## src/rtl/output_rr_mux.sv

```systemverilog
// Round-robin burst multiplexer: NUM_CH sample streams -> one registered valid/ready stream.
// Define OUT_MUX_TLAST_EN to add the data_out_last frame-end marker.
module output_rr_mux #(
    parameter int unsigned NUM_CH    = 4,
    parameter int unsigned DATA_W    = 16,
    parameter int unsigned BURST_LEN = 4,
    parameter int unsigned FRAME_LEN = 256
) (
    input  logic                        aclk,
    input  logic                        aresetn,
    input  logic                        start,
    input  logic [NUM_CH*DATA_W-1:0]    ch_data,
    input  logic [NUM_CH-1:0]           ch_valid,
    output logic [NUM_CH-1:0]           ch_ready,
    output logic [DATA_W-1:0]           data_out,
    output logic                        data_out_valid,
`ifdef OUT_MUX_TLAST_EN
    output logic                        data_out_last,
`endif
    input  logic                        data_out_ready,
    output logic [$clog2(NUM_CH)-1:0]   grant_ch,
    output logic                        busy,
    output logic                        frame_done
);

    localparam int unsigned GW = $clog2(NUM_CH);
    localparam int unsigned BW = (BURST_LEN > 1) ? $clog2(BURST_LEN) : 1;
    localparam int unsigned WW = (FRAME_LEN > 1) ? $clog2(FRAME_LEN) : 1;
    localparam logic [BW-1:0] BurstLast = BW'(BURST_LEN - 1);
    localparam logic [WW-1:0] WordLast  = WW'(FRAME_LEN - 1);
    localparam logic [GW-1:0] ChLast    = GW'(NUM_CH - 1);

    typedef enum logic [1:0] {StIdle, StArb, StXfer, StDrain} state_e;

    state_e              state_q, state_d;
    logic [GW-1:0]       grant_q, grant_d;
    logic [GW-1:0]       last_q, last_d;
    logic [BW-1:0]       burst_q, burst_d;
    logic [WW-1:0]       word_q, word_d;
    logic [DATA_W-1:0]   dout_q, dout_d;
    logic                dvld_q, dvld_d;
    logic                dlast_q, dlast_d;

    logic                pick_found;
    logic [GW-1:0]       pick_ch;
    logic [GW-1:0]       cand;
    logic                out_free;
    logic                accept;
    logic [DATA_W-1:0]   sel_data;

    // First valid channel strictly after the last grant, wrapping.
    always_comb begin
        pick_found = 1'b0;
        pick_ch    = last_q;
        cand       = '0;
        for (int unsigned i = 1; i <= NUM_CH; i++) begin
            cand = GW'((int'(last_q) + i) % NUM_CH);
            if (!pick_found && ch_valid[cand]) begin
                pick_found = 1'b1;
                pick_ch    = cand;
            end
        end
    end

    assign out_free = !dvld_q || data_out_ready;
    assign sel_data = ch_data[DATA_W*int'(grant_q) +: DATA_W];

    always_comb begin
        ch_ready = '0;
        if (state_q == StXfer && out_free) begin
            ch_ready[grant_q] = 1'b1;
        end
    end

    assign accept = ch_valid[grant_q] && ch_ready[grant_q];

    always_comb begin
        state_d    = state_q;
        grant_d    = grant_q;
        last_d     = last_q;
        burst_d    = burst_q;
        word_d     = word_q;
        dout_d     = dout_q;
        dvld_d     = dvld_q;
        dlast_d    = dlast_q;
        frame_done = 1'b0;

        if (accept) begin
            dout_d  = sel_data;
            dvld_d  = 1'b1;
            dlast_d = (word_q == WordLast);
        end else if (data_out_ready) begin
            dvld_d = 1'b0;
        end

        unique case (state_q)
            StIdle: begin
                if (start) state_d = StArb;
            end
            StArb: begin
                if (pick_found) begin
                    grant_d = pick_ch;
                    last_d  = pick_ch;
                    state_d = StXfer;
                end
            end
            StXfer: begin
                if (accept) begin
                    if (burst_q == BurstLast) begin
                        burst_d = '0;
                        if (word_q == WordLast) begin
                            state_d = StDrain;
                        end else begin
                            word_d  = word_q + 1'b1;
                            state_d = StArb;
                        end
                    end else begin
                        burst_d = burst_q + 1'b1;
                        word_d  = word_q + 1'b1;
                    end
                end
            end
            StDrain: begin
                if (out_free) begin
                    frame_done = 1'b1;
                    word_d     = '0;
                    state_d    = StIdle;
                end
            end
            default: state_d = StIdle;
        endcase
    end

    always_ff @(posedge aclk or negedge aresetn) begin
        if (!aresetn) begin
            state_q <= StIdle;
            grant_q <= '0;
            last_q  <= ChLast;
            burst_q <= '0;
            word_q  <= '0;
            dout_q  <= '0;
            dvld_q  <= 1'b0;
            dlast_q <= 1'b0;
        end else begin
            state_q <= state_d;
            grant_q <= grant_d;
            last_q  <= last_d;
            burst_q <= burst_d;
            word_q  <= word_d;
            dout_q  <= dout_d;
            dvld_q  <= dvld_d;
            dlast_q <= dlast_d;
        end
    end

    assign data_out       = dout_q;
    assign data_out_valid = dvld_q;
    assign grant_ch       = grant_q;
    assign busy           = (state_q != StIdle);
`ifdef OUT_MUX_TLAST_EN
    assign data_out_last  = dlast_q;
`else
    logic unused_dlast;
    assign unused_dlast = dlast_q;
`endif

endmodule

```

## config.mk

```make
export PLATFORM = sky130hd
export DESIGN_NAME = output_rr_mux
export DESIGN_NICKNAME = d
export VERILOG_FILES = /design/src/rtl/output_rr_mux.sv
export SDC_FILE = /design/constraint.sdc
export NUM_CORES = 1
export LEC_CHECK = 0
export ABC_AREA = 1
export BUFFER_PORTS_ARGS = -buffer_cell sky130_fd_sc_hd__buf_4
export CORE_MARGIN = 5
export CORE_UTILIZATION = 52
export CTS_CLUSTER_SIZE = 24
export DETAILED_ROUTE_END_ITERATION = 8
export PLACE_DENSITY = 0.93
export SYNTH_ARGS = -nofsm -noshare
export SYNTH_HDL_FRONTEND = slang
export SYNTH_SLANG_ARGS = --single-unit
```

## constraint.sdc

```tcl
create_clock -name aclk -period 3.8 [get_ports aclk]
set_input_delay 0.19 -clock aclk [delete_from_list [all_inputs] [get_ports aclk]]
set_output_delay 0.19 -clock aclk [all_outputs]
set_load 0.05 [all_outputs]
```

# Yosys cells after proc, flatten, opt, wreduce, memory -nomap -nowiden
# Cells that the tools add are included.
dict set report classes {
  add_sub_neg 6
  order_cmp 6
  eq_ne 11
  shift 1
  mux 40
  n_reduce_logical 19
}
# cell n
set op_table {}
lappend op_table {{$shiftx A64 B7 Y16} 1}
lappend op_table {{$mux W8} 4}
lappend op_table {{$mux W2} 11}
lappend op_table {{$pmux W8 S2} 1}
lappend op_table {{$lt A2 B3 Y1 const B} 5}
lappend op_table {{$mux W1} 15}
lappend op_table {{$bmux W1 S2} 6}
lappend op_table {{$add A8 B1 Y8 const B} 1}
lappend op_table {{$eq A8 B8 Y1 const B} 1}
lappend op_table {{$ne A2 B2 Y1 const B} 4}
lappend op_table {{$pmux W2 S4} 1}
lappend op_table {{$add A2 B1 Y2 const B} 3}
lappend op_table {{$eq A2 B2 Y1 const B} 3}
lappend op_table {{$logic_and A1 B1 Y1} 6}
lappend op_table {{$reduce_bool A2 Y1} 3}
lappend op_table {{$reduce_and A5 Y1} 1}
lappend op_table {{$add A2 B2 Y2 const B} 2}
lappend op_table {{$logic_not A1 Y1} 4}
lappend op_table {{$mux W4} 1}
lappend op_table {{$reduce_and A2 Y1} 2}
lappend op_table {{$reduce_and A4 Y1} 1}
lappend op_table {{$ne A3 B3 Y1 const B} 1}
lappend op_table {{$demux W1 S2} 1}
lappend op_table {{$eq A2 B1 Y1 const B} 1}
lappend op_table {{other kinds (4)} 4}
dict set report word_totals {
  register_bits 33
  out_inout_bits 25
  wordCells 90
}

# Depth between registers and ports, before layout
dict set report depth {
  depth_word 15
  ltp_mapped 12
  depth_no_buf 12
}

# Worst setup path after synthesis
# OpenSTA, ideal clock, no wires.
dict set report synth_path {
  path_kind {reg-to-output}
  from {register grant_q[0], in the netlist grant_ch[0]}
  to {output ch_ready[1]}
  arrival_ns 2.289
  path_slack_ns 1.321
  path_stages_with_launch 5
  path_buffers 2
  cell_sequence {dfrtp_1 -> inv_2 -> buf_2 -> clkbuf_1 -> nor3_1}
}
dict set report synth_between {
  elab_chain_len 5
  word_cells_on_any_way 6
  cone_classes {2 x order compare; 3 x mux; 1 x reduce/logical}
}
# element line
set synth_rtl {}
lappend synth_rtl {{from (decl)} 36} ;# logic [GW-1:0] grant_q, grant_d;
lappend synth_rtl {{from (signal assigned)} 146} ;# grant_q <= grant_d;
lappend synth_rtl {{$lt A2 B3 Y1 (not written as such) / $ge A2 B1 Y1 (equally long branches)} 71} ;# ch_ready[grant_q] = 1'b1;
lappend synth_rtl {{$logic_and A1 B1 Y1 (not written as such)} 71}
lappend synth_rtl {{$mux W1 (not written as such)} 71}
lappend synth_rtl {{$demux W1 S2 *} 71}
lappend synth_rtl {{$mux W4 *} 70} ;# if (state_q == StXfer && out_free) begin
lappend synth_rtl {{to (decl)} 14} ;# output logic [NUM_CH-1:0] ch_ready,
# Every way passes the cells marked *; elsewhere a longest branch is shown, timed or not.

# Final worst setup path
dict set report layout_path {
  from {register grant_q[0], in the netlist grant_ch[0]}
  to {register burst_q[0]}
}
dict set report layout_between {
  elab_chain_len 9
  word_cells_on_any_way 12
  cone_classes {2 x order compare; 7 x mux; 3 x reduce/logical}
}
# element line
set layout_rtl {}
lappend layout_rtl {{$lt A2 B3 Y1 (not written as such) / $ge A2 B1 Y1 (equally long branches)} 71}
lappend layout_rtl {{$logic_and A1 B1 Y1 (not written as such)} 71}
lappend layout_rtl {{$mux W1 (not written as such)} 71}
lappend layout_rtl {{$demux W1 S2} 71}
lappend layout_rtl {{$mux W4} 70}
lappend layout_rtl {{$bmux W1 S2} 75} ;# assign accept = ch_valid[grant_q] && ch_ready[grant_q];
lappend layout_rtl {{$mux W1 (not written as such)} 75}
lappend layout_rtl {{$logic_and A1 B1 Y1 *} 75}
lappend layout_rtl {{$reduce_and A2 Y1 (no source line) *} --}
lappend layout_rtl {{to (signal assigned)} 148} ;# burst_q <= burst_d;
lappend layout_rtl {{to (decl)} 38} ;# logic [BW-1:0] burst_q, burst_d;
# Every way passes the cells marked *; elsewhere a longest branch is shown, timed or not. The select of a mux whose other input is x is not followed.
# A chain may end at the register's enable or synchronous reset.

==> flow_summary_export.csv <==
group,metric,value,unit
placement,post-dp-hpwl,5.150,mm
grt,antenna_found_initial,0,
clock_network,cts_inserted_buffers,5,
floorplan,core.rowCount,24,
final_layout,drive_above_1_share,0.3691,
floorplan,die-area,5808,µm²
floorplan,io_pins,97,
logic_synthesis,postSynthCellCount,292,
clock_network,path_clk_slew,70,ps
logic_synthesis,ys_types,34,
clock_network,htreeDepth,2,
sta,setup_viol,0,
floorplan,die_h,76.21,µm
placement,portBuffers,96,
clock_network,cts_tree,"built",
sta,hold_viol_final,0,
power,power.total,2.577,mW
setup_path,worst_path_max_delay_cell,"inv_2",
clock_network,cts_hold_buf,1,
floorplan,start_util,0.5309,
clock_network,clkSinkCount,33,
setup_path,slowest_delay,460,ps
logic_synthesis,synthesis.area,2280,µm²
routing,post-route-drc-count,0,
grt,grt_first_pass_wirelength,11.79,mm
routing,via_per_inst,5.733,
clock_network,cts_root_buf,"clkbuf_8",
routing,dr.pass1.iters,4,
setup_path,critPathKind,"reg -> reg",
grt,grt_max_degree,36,
routing,drt-initial-drc-count,163,
setup_path,crit_required,3980,ps
sta,max_freq,480.5,MHz
setup_path,reg2reg_slack,1720,ps
floorplan,core_area,4294,µm²
outcome,outcome,"completed",
routing,antenna_left,0,
setup_path,worstPathMaxFanout,35,
sta,min_period_over_period,0.5477,
clock_network,cts.path.max_buffers,2,
grt,grt_pass1_vias,2377,
grt,grt-ovfl-total,0,
sta,maxSlewViolCount,0,
sta,rsz0062_at_grt,"false",
sta,clock_skew,10.57,ps
logic_synthesis,ys_seq_area_frac,0.3633,
sta,max_slew_margin,0.5654,
final_layout,syn_to_final_growth,34.74,%
power,p_leak,1.465,nW
setup_path,end_kind,"flop",
power,irDropWorstVdd,0.4293,mV
setup_path,cpMostUsedCell,"nand2_1",
setup_path,startpoint_type,"flop",
final_layout,nets,455,
sta,setup-tns-final,0,ps
final_layout,layout_commonest_cell,"buf_4",
logic_synthesis,synth_seq_cells,33,
logic_synthesis,yosysWarnings,0,
final_layout,fill_cells,329,
final_layout,num_antenna_cells,0,
sta,min_period,2081,ps
setup_path,path_cells,"inv_2 > nand2_1 > nand2_1 > nand2_1 > nand2_1 > nand2_2 > inv_2 > o21ai_0 > o21a_1",
grt,track_usage,0.2431,
placement,place.gp.congestion,0.8450,
clock_network,clkLatencyLatePin,290,ps
routing,route.vias.total,2488,
sta,worstMarginPinSlew,651.1,ps
job,maxCapViolations,0,
clock_network,cts-resized-gates,0,
setup_path,worstPathArrival,2260,ps
routing,wl_per_cell,15.86,µm
power,powerDensity,838.8,nW/µm²
logic_synthesis,syn_avg_cell_area,7.807,µm²
routing,drt-total-wl,6.882,mm
final_layout,layout_common_cells,"buf_4 (98), nand2_1 (75), nand3_1 (51), dfrtp_1 (31), nor2_1 (20)",
logic_synthesis,synthesis.nets,366,
floorplan,chipWidth,76.21,µm
clock_network,cts_setup_buffers,0,
worst_hold_path,hp-class,"in -> reg",
[synthesized netlist by cell type, drive strengths merged]
cell | n | area share
buf | 13 | 0.037
o221ai | 1 | 0.0038
nand2 | 78 | 0.13
dfstp | 2 | 0.023
inv | 23 | 0.038
nand3 | 51 | 0.11
nor2 | 25 | 0.055
a22oi | 16 | 0.053
o22ai | 1 | 0.0027
and2 | 1 | 0.0027
nor3 | 6 | 0.015
dfrtp | 31 | 0.34
clkbuf | 4 | 0.0066
nand4 | 3 | 0.015
o21ai | 13 | 0.038
a41oi | 16 | 0.094
ha | 2 | 0.011
xor2 | 2 | 0.0077
o21a | 1 | 0.0033
or2 | 2 | 0.0055
o2111ai | 1 | 0.0038
[flip-flops by register name, summed over array words and instances (netlist names)]
signal and cells:
data_out_valid 1, grant_ch 2, state_q 2, burst_q 2
data_out 16, last_q 2, word_q 8
[final timing paths]
path / start / endpoint / depth (start not counted)
worst max-delay path: grant_ch[0]$_DFFE_PN0P_ / burst_q[0]$_DFFE_PN0P_ / 9
worst min-delay path: data_out_ready / data_out_valid$_DFFE_PN0P_ / 2
worst max register to register: grant_ch[0]$_DFFE_PN0P_ / burst_q[0]$_DFFE_PN0P_ / 9
worst min register to register: burst_q[1]$_DFFE_PN0P_ / burst_q[1]$_DFFE_PN0P_ / 2
max in group asynchronous: aresetn / last_q[1]$_DFFE_PN1P_ / 2
min in group asynchronous: aresetn / data_out[0]$_DFFE_PN0P_ / 2
[cells by family (layout without fill, tap and decap cells)]
group	after synthesis	count (layout)	synth area share
buf+inv	40	130	0.08177
xor+xnor	2	2	0.007685
compound gates	49	49	0.1992
fa+ha+maj	2	2	0.01098
flops	33	33	0.3633
simple gates	166	166	0.3370
[area by class of cell]
class	count	area (µm²)	area share
clock buffer	7	76.32	0.02485
clock inverter	1	5.005	0.001629
inverter	23	86.33	0.02811
multi-input combinational	219	1265	0.4118
sequential	33	828.3	0.2697
tap	52	65.06	0.02118
timing repair buffer	99	745.7	0.2428
[per-layer routing]
layer / global-route usage / routed length [µm]
met5: 0 / 0
met2: 0.3904 / 3286
met1: 0.3122 / 2820
met3: 0.07329 / 575
met4: 0.07867 / 199
[where the power goes]
group	switching [mW]	internal, mW	leakage, nW
registers	0.149	0.514	0.397
clock network	0.133	0.129	0.0422
logic	1.12	0.536	1.03
total	1.40	1.18	1.46
[through the flow]
stage	hold WS, ps	cells	cell area (µm²)	setup WS (ps)	util
after floorplan	-105.6	292	2280	1321	-
after global placement	156.5	425	2980	1882	0.6941
after detailed placement	162.8	425	2980	1770	0.6941
after CTS	68.23	434	3072	1715	0.7153
after global routing	82.94	434	3072	1575	0.7153
final	74.71	434	3072	1719	0.7153
[worst max-delay path, delay by kind of cell (launching register included)]
| kind | cells | cell delay [ps] |
|---|---|---|
| compound gates | 2 | 380 |
| flops | 1 | 390 |
| buf+inv | 2 | 790 |
| simple gates | 5 | 400 |
(Power assumes the default switching activity.)
